==> config.mk <==
export PLATFORM = sky130hd
export DESIGN_NAME = priority_encoder_8_3_seq
export DESIGN_NICKNAME = d
export VERILOG_FILES = /design/src/rtl/priority_encoder_8_3_seq_pkg.sv /design/src/rtl/prio_enc_8_3_comb.sv /design/src/rtl/priority_encoder_8_3_seq.sv
export SDC_FILE = /design/constraint.sdc
export NUM_CORES = 1
export LEC_CHECK = 0
export CORE_ASPECT_RATIO = 1.2
export CORE_UTILIZATION = 27
export DETAILED_ROUTE_END_ITERATION = 10
export DONT_BUFFER_PORTS = 1
export GPL_TIMING_DRIVEN = 0
export PLACE_DENSITY = 0.52
export SETUP_SLACK_MARGIN = 0.4
export SLEW_MARGIN = 20
export SYNTH_ARGS = -nofsm -noshare
export SYNTH_HDL_FRONTEND = slang
export SYNTH_SLANG_ARGS = --single-unit
==> constraint.sdc <==
create_clock -name clk -period 1 [get_ports clk]
set_input_delay 0.15 -clock clk [delete_from_list [all_inputs] [get_ports clk]]
set_output_delay 0.15 -clock clk [all_outputs]
set_load 0.005 [all_outputs]
==> src/rtl/priority_encoder_8_3_seq_pkg.sv <==
// Shared constants and FSM state encoding for the registered 8-to-3 priority encoder.
`default_nettype none

package priority_encoder_8_3_seq_pkg;

  localparam int N_REQ  = 8;
  localparam int CODE_W = 3;

  typedef enum logic [0:0] {
    IDLE    = 1'b0,
    PRESENT = 1'b1
  } state_t;

endpackage

`default_nettype wire

==> src/rtl/prio_enc_8_3_comb.sv <==
// Combinational highest-set-bit finder: 8-bit vector to 3-bit index plus any-set flag.
`default_nettype none

module prio_enc_8_3_comb
  import priority_encoder_8_3_seq_pkg::*;
(
  input  logic [N_REQ-1:0]  req,
  output logic [CODE_W-1:0] idx,
  output logic              any
);

  // Ascending scan: the last hit, i.e. the highest set index, wins.
  always_comb begin
    idx = '0;
    any = 1'b0;
    for (int i = 0; i < N_REQ; i++) begin
      if (req[i]) begin
        idx = CODE_W'(i);
        any = 1'b1;
      end
    end
  end

endmodule

`default_nettype wire

==> src/rtl/priority_encoder_8_3_seq.sv <==
// Registered 8-to-3 priority encoder with sticky active-low request capture and valid/ack handshake.
`default_nettype none

module priority_encoder_8_3_seq
  import priority_encoder_8_3_seq_pkg::*;
(
  input  logic             clk,
  input  logic             rst,
  input  logic [N_REQ-1:0] I,
  input  logic             EI,
  input  logic             ack,
  output logic             C,
  output logic             B,
  output logic             A,
  output logic             V,
  output logic [N_REQ-1:0] pending
);

  state_t              state;
  state_t              state_next;
  logic [CODE_W-1:0]   code;
  logic [CODE_W-1:0]   code_next;
  logic                valid_next;
  logic [N_REQ-1:0]    clr;
  logic [N_REQ-1:0]    set;
  logic [N_REQ-1:0]    pending_next;
  logic [CODE_W-1:0]   top_idx;
  logic                top_any;

  prio_enc_8_3_comb u_enc (
    .req (pending),
    .idx (top_idx),
    .any (top_any)
  );

  // Set is OR-ed in after the clear so a request held low re-pends right after its ack.
  always_comb begin
    clr = '0;
    if (state == PRESENT && ack) begin
      clr[code] = 1'b1;
    end
    set          = EI ? '0 : ~I;
    pending_next = (pending & ~clr) | set;
  end

  always_comb begin
    state_next = state;
    code_next  = code;
    valid_next = 1'b0;
    case (state)
      IDLE: begin
        if (top_any) begin
          state_next = PRESENT;
          code_next  = top_idx;
          valid_next = 1'b1;
        end
      end
      PRESENT: begin
        if (ack) begin
          state_next = IDLE;
        end else begin
          valid_next = 1'b1;
        end
      end
      default: begin
        state_next = IDLE;
      end
    endcase
  end

  always_ff @(posedge clk or posedge rst) begin
    if (rst) begin
      state   <= IDLE;
      code    <= '0;
      V       <= 1'b0;
      pending <= '0;
    end else begin
      state   <= state_next;
      code    <= code_next;
      V       <= valid_next;
      pending <= pending_next;
    end
  end

  assign C = code[2];
  assign B = code[1];
  assign A = code[0];

endmodule

`default_nettype wire

==> results_dict.tcl, run 1 <==
set metrics [dict create \
    status "finished with violations" \
    violations "negative hold slack, negative setup slack" \
    layout_worst_path_cycle_share_pct 125 \
    die_h_um 51.4 \
    area_growth_syn_to_layout_pct 33.1 \
    die-width_um 43.1 \
    routabilityCongestion 0.707 \
    cp-start-kind "flip-flop" \
    multi_input_area_um2 282 \
    critical_path_arrival_ps 1410 \
    timing.critical_path.to_type "flip-flop" \
    cp.required_ps 1160 \
    report.final.slew_viol_count 0 \
    netlist_area_before_placement_um2 548 \
    clock_latency_ps 270 \
    hpwl_um 894 \
    avgSynthCellArea_um2 10.3 \
    number_of_remaining_drc_errors 0 \
    max-slew-margin-rel_pct 69.4 \
    die-area_um2 2210 \
    route.final.wire_length_mm 1.37 \
    setup_violations 9 \
    max-clock-path-buffers 2 \
    clk_root_buffer_cell "clkbuf_4" \
    ys.warnings.count 0 \
    synth_cells 53 \
    ant_nets 0 \
    grt_pass1_vias 431 \
    max-cap-violations 0 \
    fmax_ghz 0.799 \
    ys_seq_area_share_pct 54.8 \
    worstMarginPinSlew_ps 458 \
    tightest_hold_margin_ps -233 \
    drive_above_1_share_pct 44.6 \
    ys_top_cells_by_area "dfrtp_1 55%, o21ai_0 11%, nor4_4 7.8%" \
    vdd.ir_drop.worst_uv 887 \
    grt_setup_unrepaired "true" \
    mapped_nets 65 \
    critPathMaxStageDelay_ps 460 \
    combined_global_route_utilization_of_all_metal_layers_pct 13.4 \
    detailedRoute.firstIterationViolations 2 \
    final_core_util_pct 39.0 \
    clock_transition_at_path_regs_ps 80 \
    final_common_cell "o21ai_1" \
    post_drt_wl_per_cell_um 16.3 \
    critPathSlowestCell "dfrtp_2" \
    coreArea_um2 1870 \
    layout.cells.most_common_list "11 x o21ai_1, 10 x dfrtp_2, 4 x o21ai_2, 4 x nor2_1, 4 x dlygate4sd3_1" \
    fill_cells 199 \
    layout_min_cycle_time_ps 1250 \
    route.detailed.vias_per_inst 5.40 \
    antenna_found_initial 0 \
    holdCritPathClass "in2async" \
    dr_total_vias 454 \
    grt_first_pass_wirelength_mm 2.07 \
    worstPathMaxFanout 5 \
    pin_count_of_the_biggest_net_entering_global_routing 13 \
    path_cells "nor4_4 -> buf_4 -> nand2_2 -> nor2_1 -> a21oi_1" \
    initial_drt_pass_iterations 2 \
    synth_largest_area_cell "dfrtp_1" \
    start_util_pct 29.3 \
    synth_largest_type_area_fraction_pct 54.8 \
    power_leakage_nw 0.285 \
    critical_path_class "reg2reg" \
    port-buffer-count 0 \
    postPlaceCellArea_um2 596 \
    h-tree-depth 1 \
    post-route-cell-area_um2 729 \
    numCtsBuffers 3 \
    worst_clock_skew_ps 5.13 \
    hold_violations 20 \
    design.portCount 24 \
    row_count 17 \
    synth.ff_latch_count 12 \
    register_area_um2 313 \
    fin_worst_setup_slack_ps -251 \
    remaining_overflow_grt 0 \
    synth.lib_cells_used.distinct 16 \
    cellPowerDensity_nw_per_um2 1610 \
    tritoncts "built" \
    clock_sink_count 12 \
    antenna_cells_inserted 0 \
    finish.net_count 78 \
]
[critical path, delay by kind of cell (launching register included)]
family	cells	cell delay [ps]
compound gates	1	40
buf+inv	1	170
flops	1	460
simple gates	3	460
[power by group]
group	switching, mW	total, mW	internal [mW]
logic	0.0855	0.182	0.0962
registers	0.127	0.679	0.552
clock network	0.162	0.317	0.154
total	0.375	1.18	0.803
[final cells by class]
class | instances | area share [%]
repair buffers | 8 | 10.1
multi-input cells | 38 | 38.6
clock buffers | 4 | 3.60
inverters | 3 | 1.54
well taps | 19 | 3.26
flip-flops and latches | 12 | 42.9
[metrics by stage]
step	setup TNS (ps)	power [mW]	setup WS [ps]	hold WS (ps)	std cells
2_1_floorplan	-330	0.761	-142	14.5	53
3_3_place_gp	-1010	0.809	-235	71.4	72
3_5_place_dp	-1090	0.813	-251	76.3	72
4_1_cts	-1340	1.15	-235	-222	81
5_1_grt	-2180	1.25	-330	-210	84
6_report	-1450	1.18	-251	-233	84
[cell usage after synthesis]
cell	number
inv_1	3
a31oi_1	1
dfrtp_1	12
o21ai_1	5
o31ai_1	2
nand3b_1	1
nor4_4	2
o21ai_0	12
nor2_1	4
a21oi_1	3
o21a_1	1
a21oi_2	1
nand2b_1	2
nand3_1	1
o311ai_1	1
nand2_1	2
[worst paths after layout]
kind / from / to / slack (ps) / depth (start not counted)
max in group asynchronous: rst / code[2] / 890 / 1
worst max-delay path: pending[7] / state / -250 / 5
min in group clk: EI / pending[2] / -50 / 1
worst min register to register: state / code[2] / 570 / 1
worst max register to register: pending[7] / state / -250 / 5
worst min-delay path: rst / pending[5] / -230 / 1
[sequential cells by signal, indices dropped and copies added (netlist names)]
register / count
state: 1
pending: 8
code: 3
[logic make-up after synthesis]
| logic type | count (synthesis) | share of synthesized area (%) |
|---|---|---|
| buffers and inverters | 3 | 2.05 |
| AND/OR/NAND/NOR | 12 | 16.4 |
| AO/OA/AOI/OAI | 26 | 26.7 |
| flip-flops | 12 | 54.8 |
[layer usage]
| metal | wire, um | track usage, % | part of all wire (%) | up-vias |
|---|---|---|---|---|
| li1 | - | - | - | 221 |
| met1 | 602 | 16.2 | 44 | 213 |
| met2 | 667 | 19.2 | 49 | 18 |
| met3 | 90 | 5.30 | 6.6 | 2 |
| met4 | 10 | 9.09 | 0.73 | 0 |
| met5 | 0 | 0 | 0 | - |
[timing repair]
action,in CTS,in global routing
pin swaps,7,7
setup endpoints to repair,24,24
endpoints found under the hold margin,21,21
resized for setup,8,8
setup buffers,3,1
hold buffers,2,2
Power figures use the tool's default switching activity.
==> run 2, diff against run 1 <==
- ABC_AREA: default -> 1
==> results_dict.tcl, run 2 <==
set metrics [dict create \
    drive_above_1_share_pct 30.7 \
    path_cells "nor2_2 -> nand3_2 -> nor2_2 -> nor2_2 -> nand2_1 -> o21ai_2" \
    fill_cells 207 \
    critical_path_class "reg2reg" \
    avgSynthCellArea_um2 8.46 \
    worst_clock_skew_ps 9.56 \
    grt_pass1_vias 493 \
    antenna_cells_inserted 0 \
    antenna_found_initial 0 \
    die-area_um2 2290 \
    routabilityCongestion 0.877 \
    ys_top_cells_by_area "dfrtp_1 53%, o21ai_0 16%, nand2_1 9.9%" \
    critPathMaxStageDelay_ps 430 \
    detailedRoute.firstIterationViolations 8 \
    cp_num_cells 6 \
    max-clock-path-buffers 2 \
    number_of_remaining_drc_errors 3 \
    critical_path.endpoint "code[1]" \
    clk_root_buffer_cell "clkbuf_4" \
    max-cap-violations 0 \
    route.final.wire_length_mm 1.34 \
    grt_first_pass_wirelength_mm 2.08 \
    ys_async_sr_fraction_pct 100 \
    synth_cells 67 \
    row_count 17 \
    worstSetupStartpoint "pending[4]" \
    power_leakage_nw 0.298 \
    reg_top3 "pending (8), code (3), state (1)" \
    die_h_um 52.2 \
    synthFlopType "dfrtp_1" \
    remaining_overflow_grt 0 \
    synth_largest_area_cell "dfrtp_1" \
    post_drt_wl_per_cell_um 14.3 \
    register_area_um2 302 \
    design.portCount 24 \
    final_core_util_pct 34.9 \
    tightest_hold_margin_ps -236 \
    critical_path_arrival_ps 1270 \
    report.final.slew_viol_count 0 \
    cellPowerDensity_nw_per_um2 2970 \
    final_total_power_mw 1.98 \
    hold_violations 21 \
    coreArea_um2 1910 \
    final_common_cell "o21ai_1" \
    layout.cells.most_common_list "13 x o21ai_1, 12 x nand2_1, 11 x dfrtp_1, 8 x inv_1" \
    fmax_ghz 0.910 \
    hpwl_mm 1.02 \
    cp-start-kind "flip-flop" \
    r2r.worst_path.cells 6 \
    start_util_pct 29.6 \
    dr_total_vias 483 \
    pin_count_of_the_biggest_net_entering_global_routing 13 \
    ant_nets 0 \
    max-slew-margin-rel_pct 69.0 \
    tritoncts "built" \
    reg2reg_setup_slack_ps -100 \
    vdd.ir_drop.worst_uv 910 \
    area_growth_syn_to_layout_pct 17.9 \
    dp_slack_ps -83.7 \
    synth_largest_type_area_fraction_pct 53.0 \
    synth.lib_cells_used.distinct 11 \
    holdCritPathClass "in2async" \
    numCtsBuffers 3 \
    largest_register "pending" \
    multi_input_area_um2 245 \
    worstMarginPinSlew_ps 465 \
    cp.required_ps 1170 \
    initial_drt_pass_iterations 7 \
    layout_worst_path_cycle_share_pct 110 \
    netlist_area_before_placement_um2 567 \
    grt_setup_unrepaired "true" \
    cp_top_family "simple AND/OR/NAND/NOR gates" \
    combined_global_route_utilization_of_all_metal_layers_pct 12.6 \
    yosysMostFrequentCell "o21ai_0" \
    finish.net_count 89 \
    ys_seq_area_share_pct 53.0 \
    fin_worst_setup_slack_ps -99.4 \
    critical-path-top-cell-by-count "nor2_2" \
    largest_reg_flops 8 \
    status "finished with violations" \
    ys.warnings.count 0 \
    clock_sink_count 12 \
    clock_transition_at_path_regs_ps 80 \
    clock_latency_ps 270 \
    route.detailed.vias_per_inst 5.14 \
    timing.critical_path.to_type "flip-flop" \
    layout_min_cycle_time_ps 1100 \
    regToRegStartpoint "pending[4]" \
    crit_buf_inv 0 \
    setup_violations 9 \
    yosys-top-cells-count "18 x o21ai_0, 15 x nand2_1, 12 x dfrtp_1" \
    port-buffer-count 0 \
    mapped_nets 79 \
    critPathSlowestCell "dfrtp_1" \
    synth.ff_latch_count 12 \
    die-width_um 43.8 \
    post_synth_edffs 0 \
    critical_path.reg2reg.endpoint "code[1]" \
    worstPathMaxFanout 4 \
    h-tree-depth 1 \
    violations "design-rule violations, negative hold slack, negative setup slack" \
]
## run 2: cell types whose count changed in the layout (fill, tap and decap cells not counted), sizes merged, moves of 3 or more
cell,previous run,this run
nand3,1,4
o21ai,17,21
inv,3,10
a21oi,4,0
dlygate4sd3,4,0
nand2,2,15
## run 2: worst reg2reg max path, stage by stage (launching register included)
cell	delay [ps]
dfrtp_1	430
nor2_2	160
nand3_2	110
nor2_2	110
nor2_2	70
nand2_1	90
o21ai_2	50
## run 2: how the worst min path moves through the flow
stage          endpoint  start  slack [ps]
2_1_floorplan   code[0]    rst          10
3_3_place_gp    code[1]    rst          80
3_5_place_dp    code[1]    rst          80
4_1_cts         code[1]    rst        -210
5_1_grt         code[1]    rst        -190
6_report        code[1]    rst        -240
## run 2: what timing repair did
item                                    in CTS  in global routing
hold endpoints to repair                    21                 20
gates resized for setup                      8                  2
buffers inserted                             5                  0
pin swaps                                    7                  2
cloned                                       0                  0
endpoints found under the setup margin      24                 24
## run 2: logic make-up (layout without fill, tap and decap cells)
kind of cell	after synthesis	count (layout)	synth area share, %
buf+inv	10	18	6.62
simple gates	24	24	20.5
compound gates	21	21	19.9
flops	12	12	53.0
## run 2: layout make-up
class | count | share of cell area, %
clock buffer | 3 | 3.37
inverter | 10 | 5.62
multi-input combinational | 45 | 36.7
sequential | 12 | 45.1
tap | 19 | 3.56
timing repair buffer | 5 | 5.62
## run 2: metrics by stage
step                      setup TNS [ps]  cell area, um2  cells
final                               -597             668     94
after global routing               -1440             668     94
after CTS                           -548             664     94
after detailed placement            -505             591     86
after global placement              -495             591     86
after floorplan                        0             567     67
## run 2: per-layer routing
layer  up-vias  part of all wire (%)  global-route usage (%)
met4         0                   2.5                    6.25
met3         4                   4.7                    2.41
met2        18                    54                    22.9
li1        234                     -                       -
met1       227                    39                    13.5
met5         -                     0                       0
## run 2: where the power goes
part           switching, mW  internal [mW]
combinational          0.416          0.319
sequential             0.265          0.684
clock                  0.162          0.139
total                  0.843           1.14
==> run 3, diff against run 2 <==
- CTS_BUF_LIST: default -> sky130_fd_sc_hd__clkbuf_4 sky130_fd_sc_hd__clkbuf_8
==> results of run 3 <==
No change in the layout: final DEF, timing and power equal those of run 2.
